### src/rtl/shift_reg_sequencer.sv
// Sequences an external universal shift register through one full-duplex serial
// transfer: parallel load, N shifts at a programmable bit rate, then present the received word.
module shift_reg_sequencer #(
    parameter int N            = 8,
    parameter int CLKS_PER_BIT = 4
) (
    input  logic         clk,
    input  logic         reset,
    input  logic         start,
    input  logic         dir,
    input  logic [N-1:0] tx_data,
    input  logic         ser_in,
    output logic         ser_out,
    output logic         busy,
    output logic         done,
    output logic [N-1:0] rx_data,
    output logic [1:0]   sr_ctrl,
    output logic [N-1:0] sr_d,
    input  logic [N-1:0] sr_q
);

    localparam int BW = $clog2(N + 1);
    localparam int DW = (CLKS_PER_BIT > 1) ? $clog2(CLKS_PER_BIT) : 1;
    localparam logic [DW-1:0] DIV_LAST = DW'(CLKS_PER_BIT - 1);
    localparam logic [BW-1:0] BIT_LAST = BW'(N - 1);

    typedef enum logic [1:0] {
        IDLE  = 2'd0,
        LOAD  = 2'd1,
        SHIFT = 2'd2,
        DONE  = 2'd3
    } state_t;

    state_t        state;
    state_t        state_next;
    logic          dir_r;
    logic [N-1:0]  tx_r;
    logic [DW-1:0] div_cnt;
    logic [BW-1:0] bit_cnt;
    logic          shift_tick;

    assign shift_tick = (state == SHIFT) && (div_cnt == DIV_LAST);

    always_ff @(posedge clk) begin
        if (reset) begin
            state   <= IDLE;
            div_cnt <= '0;
            bit_cnt <= '0;
            done    <= 1'b0;
            rx_data <= '0;
        end else begin
            state <= state_next;
            done  <= 1'b0;
            case (state)
                LOAD: begin
                    div_cnt <= '0;
                    bit_cnt <= '0;
                end
                SHIFT: begin
                    if (shift_tick) begin
                        div_cnt <= '0;
                        bit_cnt <= bit_cnt + 1'b1;
                    end else begin
                        div_cnt <= div_cnt + 1'b1;
                    end
                end
                DONE: begin
                    rx_data <= sr_q;
                    done    <= 1'b1;
                end
                default: ;
            endcase
        end
    end

    // Transfer parameters are captured only on acceptance so later input changes are ignored.
    always_ff @(posedge clk) begin
        if (state == IDLE && start) begin
            dir_r <= dir;
            tx_r  <= tx_data;
        end
    end

    always_comb begin
        state_next = state;
        sr_ctrl    = 2'b00;
        sr_d       = '0;
        ser_out    = 1'b0;
        busy       = 1'b1;
        case (state)
            IDLE: begin
                busy = 1'b0;
                if (start) state_next = LOAD;
            end
            LOAD: begin
                sr_ctrl    = 2'b11;
                sr_d       = tx_r;
                state_next = SHIFT;
            end
            SHIFT: begin
                ser_out = dir_r ? sr_q[0] : sr_q[N-1];
                if (shift_tick) begin
                    // The received bit enters the end vacated by the shift.
                    if (dir_r) begin
                        sr_ctrl    = 2'b10;
                        sr_d[N-1]  = ser_in;
                    end else begin
                        sr_ctrl    = 2'b01;
                        sr_d[0]    = ser_in;
                    end
                    if (bit_cnt == BIT_LAST) state_next = DONE;
                end
            end
            DONE: begin
                state_next = IDLE;
            end
            default: state_next = IDLE;
        endcase
    end

endmodule

### config.mk
export PLATFORM = sky130hd
export DESIGN_NAME = shift_reg_sequencer
export DESIGN_NICKNAME = d
export VERILOG_FILES = /design/src/rtl/shift_reg_sequencer.sv
export SDC_FILE = /design/constraint.sdc
export NUM_CORES = 1
export LEC_CHECK = 0
export BUFFER_PORTS_ARGS = -buffer_cell sky130_fd_sc_hd__buf_2
export CORE_MARGIN = 2
export CORE_UTILIZATION = 52
export DETAILED_ROUTE_END_ITERATION = 12
export PLACE_DENSITY = 0.87
export SETUP_SLACK_MARGIN = 0.4
export SLEW_MARGIN = 5
export SYNTH_ARGS = -nofsm -noshare
export SYNTH_HDL_FRONTEND = slang
export SYNTH_SLANG_ARGS = --single-unit
### constraint.sdc
create_clock -name clk -period 4.3 [get_ports clk]
set_input_delay 0.43 -clock clk [delete_from_list [all_inputs] [get_ports clk]]
set_output_delay 0.43 -clock clk [all_outputs]
set_load 0.03 [all_outputs]
# Word level (Yosys, flattened, before mapping)
# Cells that the tools add are included.
[totals]
inputBits = 21
word_cells = 45
register_bits = 26
output_inout_bits = 21
[op_classes]
eq_ne = 8
reduce_logical = 6
n_mux = 22
n_addsub = 2
[ops]
columns = ["op", "count"]
rows = [
  ["2-bit 2-to-1 mux", 6],
  ["1-bit 2-to-1 mux", 8],
  ["2-bit case mux with 2 select lines", 2],
  ["2-bit case mux with 4 select lines", 1],
  ["4-bit case mux with 2 select lines", 1],
  ["2-bit equality test (second input constant)", 3],
  ["6-bit 2-to-1 mux", 1],
  ["4-bit by 1-bit adder with 4-bit output (second input constant)", 1],
  ["4-bit by 3-bit equality test with 1-bit output (second input constant)", 1],
  ["4-bit 2-to-1 mux", 1],
  ["2-bit inequality test (second input constant)", 2],
  ["1-bit case mux with 2 select lines", 2],
  ["3-bit AND reduction", 1],
  ["2-bit by 1-bit adder with 2-bit output (second input constant)", 1],
  ["2-bit by 1-bit equality test with 1-bit output (second input constant)", 1],
  ["1-bit logical AND", 2],
  ["2-bit logical NOT", 1],
  ["2-bit by 1-bit inequality test with 1-bit output (second input constant)", 1],
  ["2-bit AND reduction", 1],
  ["2-bit nonzero test", 1],
]

# Depth between registers and ports, before layout
[depth]
depth_word = 4
ltp_mapped = 6
depth_no_buf = 5

# Worst setup path before layout
# OpenSTA, ideal clock, no wires.
[synth_path]
path_type = "flip-flop to output port"
start = "register state[1]"
end = "output port sr_d[7]"
slack_ns = 2.330
t_arrival_ns = 1.540
path_stages_with_launch = 6
path_buffers = 1
path_cell_list = "dfxtp_1 > inv_1 > ha_1 > inv_2 > clkbuf_1 > a21oi_1"
[synth_via]
elab_chain_len = 4
word_cells_on_any_way = 5
[synth_rtl]
columns = ["item", "line_no", "rtl"]
rows = [
  ["start, declared", "34", "state_t state;"],
  ["start signal, assigned", "52", "state <= state_next;"],
  ["2-bit equality test", "42, 90", ""],
  ["1-bit logical AND", "42", "assign shift_tick = (state == SHIFT) && (div_cnt == DIV_LAST);"],
  ["1-bit 2-to-1 mux", "102", "if (shift_tick) begin"],
  ["1-bit case mux with 2 select lines *", "90", "case (state)"],
  ["end, declared", "18", "output logic [N-1:0] sr_d,"],
]
# Every way passes the cells marked *; elsewhere a longest branch is shown, timed or not.

# Worst setup path after layout
[layout_path]
start = "register state[0]"
end = "output port sr_d[0]"
# The elaborated chain is that of the path after synthesis.

==> results <==
- 42 I/O pins were placed.
- Summing internal, switching and leakage power gives about 0.83 mW.
- The detailed-route wire length on metal 1 is 1028 um.
- The clock passes through at most 2 buffers.
- The routed design could run at a clock period as short as 2184 ps.
- The maximum vdd ir drop is approximately 0.44 mV.
- Summing all placed instances gives a cell area of 0.001423 sq mm.
- The remaining number of nets flagged by the antenna check after routing is 0.
- In the layout the commonest cells are sky130_fd_sc_hd__buf_2, sky130_fd_sc_hd__dfxtp_1, sky130_fd_sc_hd__nor2_1.
- Summing every instance area after synthesis gives 0.001206 sq mm.
- The max-cap violation count is 0.
- Gates resized during post-CTS repair numbered 0.
- In this run the static leakage power is around 0.65 nW.
- The number of sinks driven by the clock tree is 26.
- The ratio of routed vias to standard cells is 5.285.
- The count of input and output buffers is 41.
- The clock transition time at the flip-flop clock pins of the worst setup and hold paths is approximately 140 ps.
- At the end of the flow, the number of nets in the layout was around 180.
- The final setup violation count is 0.
- The library cell used most frequently in the layout, excluding fill and tap cells, is sky130_fd_sc_hd__buf_2.
- The number of enable flip-flop cells after synthesis is 9.
- The count of cell types in the netlist is 33.
- In the final layout, the share of cells above drive strength 1 is 0.3245.
- The post-cts hold buffer count is 0.
- The uppermost layer routed is met4.
- The CTS tree is yes.
- The placeable core region is ~0.0022 sq mm.
- The number of buffers inserted to repair setup after CTS is 0.
- The die is about 52 um wide.
- The total track usage is 0.2156.
- The initial antenna violation count is 0.
- Clock tree synthesis inserted a total of 3 buffers.
- The height of the die is about 52 um.
- The area growth from synthesis to layout is 21.89%.
- The critical path is of the flip-flop to output pin type.
- For this design the ratio of total power to cell area is between 500 and 600 mW/mm^2.
- The final layout contains routed wiring with a total length of roughly 2400 um.
- In this run the worst path has a maximum fanout of 7.
- The class of the tightest hold or removal check is input port to flip-flop.
- The share of the core filled with cells is 0.6646.
- The sequential element share of the synthesized area is 0.5062.
- The first-pass GRT wire length is approximately 4300 um.
- The worst pin sits at a relative slew slack of 0.6735.
- The flop and latch count out of synthesis is 26.
- The number of remaining DRC errors is 0.
- After routing the design area is ~0.0015 sq mm.
- The aggregate negative setup slack is 0 ps.
- The commonest register cell after synthesis is sky130_fd_sc_hd__dfxtp_1.
- CTS built an H-tree with a depth of 1.
- The number of nets in the synthesized netlist is 141.
- Timing would allow up to between 400 and 500 MHz.
- The row count is 17.
- Counting instances, the worst hold path has a depth of 1.
- The number of iterations in the first detailed-routing pass is 4.
- The initial utilization of the core area, before any placement, comes to 0.5452.
- The gate count of the mapped netlist is 112.
- The run finished with clean final reports.
- The source-to-sink clock delay at the later pin of the worst-skew pair is between 300 and 400 ps.
- The largest incremental delay on the critical path is between 300 and 400 ps.
- The post-synthesis average cell area is 10.77 sq um.
- The kind of start point of the critical path is a flip-flop.
- Traced cell by cell, the critical path runs through inv_1 -> ha_1 -> and3b_1 -> a22oi_1 -> nor2_1 -> buf_2.
- For this run the aggregate overflow at the end of global routing stands at 0.
- For the pin with the worst max-slew slack, the measured transition is 489.7 ps.
- STA puts the critical path data arrival time at between 1500 and 2000 ps.
- The number of fill cells in the layout is between 150 and 200.
- The final hold violation count was 0.
- The number of global-route vias before repair is about 960.
- The post-route clock period utilization is 0.5080.
- Across all layers, the routed design uses 946 vias.
- At the end of routability-driven placement, the weighted congestion stood at roughly 0.74.
- The DRC violation total after the first TritonRoute iteration is 10.
- The HPWL after detailed placement is 1840 um.
- The max-slew violation count is 0.
- The share of synthesized registers carrying an async set or reset is 0.
- The worst-case clock skew is 5.215 ps.
- The root buffer cell is sky130_fd_sc_hd__clkbuf_4.
- The die covers approximately 0.0027 sq mm.
- STA classifies the critical path endpoint as an output pin.
- The worst path required time is between 3000 and 4000 ps.
- The number of cells on the worst reg-to-reg path is 5.
- The largest individual stage delay along the critical path comes from the cell sky130_fd_sc_hd__dfxtp_1.
- Entering global routing, the biggest net connects 20 pins.
- Yosys printed 0 warnings.
- After detailed routing, the met2 layer carries between 1000 and 1500 um of wire.
- The total met3 wirelength after detailed routing is 111 um.
- Setup repair after global routing left no endpoint under its margin.
- The number of antenna cells inserted is 0.
- After detailed routing, the average wire length per cell comes to 13.56 um.
- The final-layout worst hold slack is ~270 ps.
[cell families after synthesis]
group                      share of synthesized area
AOI/OAI and AO/OA                             0.1079
adders and majority gates                    0.08299
buffers and inverters                        0.03837
DFF                                           0.5062
muxes                                        0.07469
and+or+nand+nor                               0.1898
[final timing paths]
check	from	to	slack [ps]
hold reg to reg	div_cnt[1]	div_cnt[1]	480
hold / removal	tx_data[3]	tx_r[3]	270
setup reg to reg	state[1]	bit_cnt[0]	2500
setup / recovery	state[0]	sr_d[0]	2120
[metrics by stage]
| step | setup slack, ps | std cells |
|---|---|---|
| 5_1_grt | 1971 | 179 |
| 6_report | 2116 | 179 |
| 4_1_cts | 2116 | 179 |
| 3_5_place_dp | 2489 | 175 |
| 2_1_floorplan | 2330 | 112 |
| 3_3_place_gp | 2591 | 175 |
[flip-flops by register name, summed over array words and instances (netlist names)]
register and count:
bit_cnt 4, dir_r 1, div_cnt 2, done 1, rx_data 8, state 2
tx_r 8
[final cells by class]
cell class / count / area [sq um] / area share
Sequential cell: 26 / 610.6 / 0.4153
Multi-Input combinational cell: 74 / 549.3 / 0.3736
Timing Repair Buffer: 41 / 205.2 / 0.1396
Clock buffer: 4 / 47.55 / 0.03234
Tap cell: 28 / 35.03 / 0.02383
Inverter: 6 / 22.52 / 0.01532
[per-layer routing]
layer,GRT usage,vias up
met5,0,-
met4,0.09402,0
met3,0.06609,6
met2,0.3734,27
met1,0.2426,438
li1,-,475
[worst max-delay path, delay by kind of cell, from the launching register on]
| kind | cells | cell delay, ps |
|---|---|---|
| AO/OA/AOI/OAI | 1 | 170 |
| buffers and inverters | 2 | 290 |
| adder cells (fa/ha/maj) | 1 | 300 |
| AND/OR/NAND/NOR | 2 | 300 |
| flip-flops | 1 | 380 |
[where the power goes]
| part | leakage (nW) | internal (mW) | switching, mW |
|---|---|---|---|
| sequential | 0.223 | 0.296 | 0.0184 |
| clock | 0.0261 | 0.0711 | 0.0719 |
| combinational | 0.405 | 0.123 | 0.251 |
[synth_stat cells (2+ instances only)]
cell | instances | area (sq um)
sky130_fd_sc_hd__ha_1 | 8 | 100.1
sky130_fd_sc_hd__clkbuf_1 | 4 | 15.01
sky130_fd_sc_hd__edfxtp_1 | 9 | 270.3
sky130_fd_sc_hd__nand3_1 | 2 | 10.01
sky130_fd_sc_hd__nand2_1 | 2 | 7.510
sky130_fd_sc_hd__nand4b_1 | 3 | 26.28
sky130_fd_sc_hd__nor2b_1 | 5 | 31.28
sky130_fd_sc_hd__and2_1 | 7 | 43.79
sky130_fd_sc_hd__a21oi_1 | 7 | 35.03
sky130_fd_sc_hd__dfxtp_1 | 17 | 340.3
sky130_fd_sc_hd__a211oi_1 | 2 | 15.01
sky130_fd_sc_hd__inv_1 | 5 | 18.77
sky130_fd_sc_hd__mux2i_1 | 9 | 90.09
sky130_fd_sc_hd__o21ai_0 | 2 | 10.01
sky130_fd_sc_hd__nor2_1 | 12 | 45.04
No activity file was read; power rests on OpenSTA's default activity.
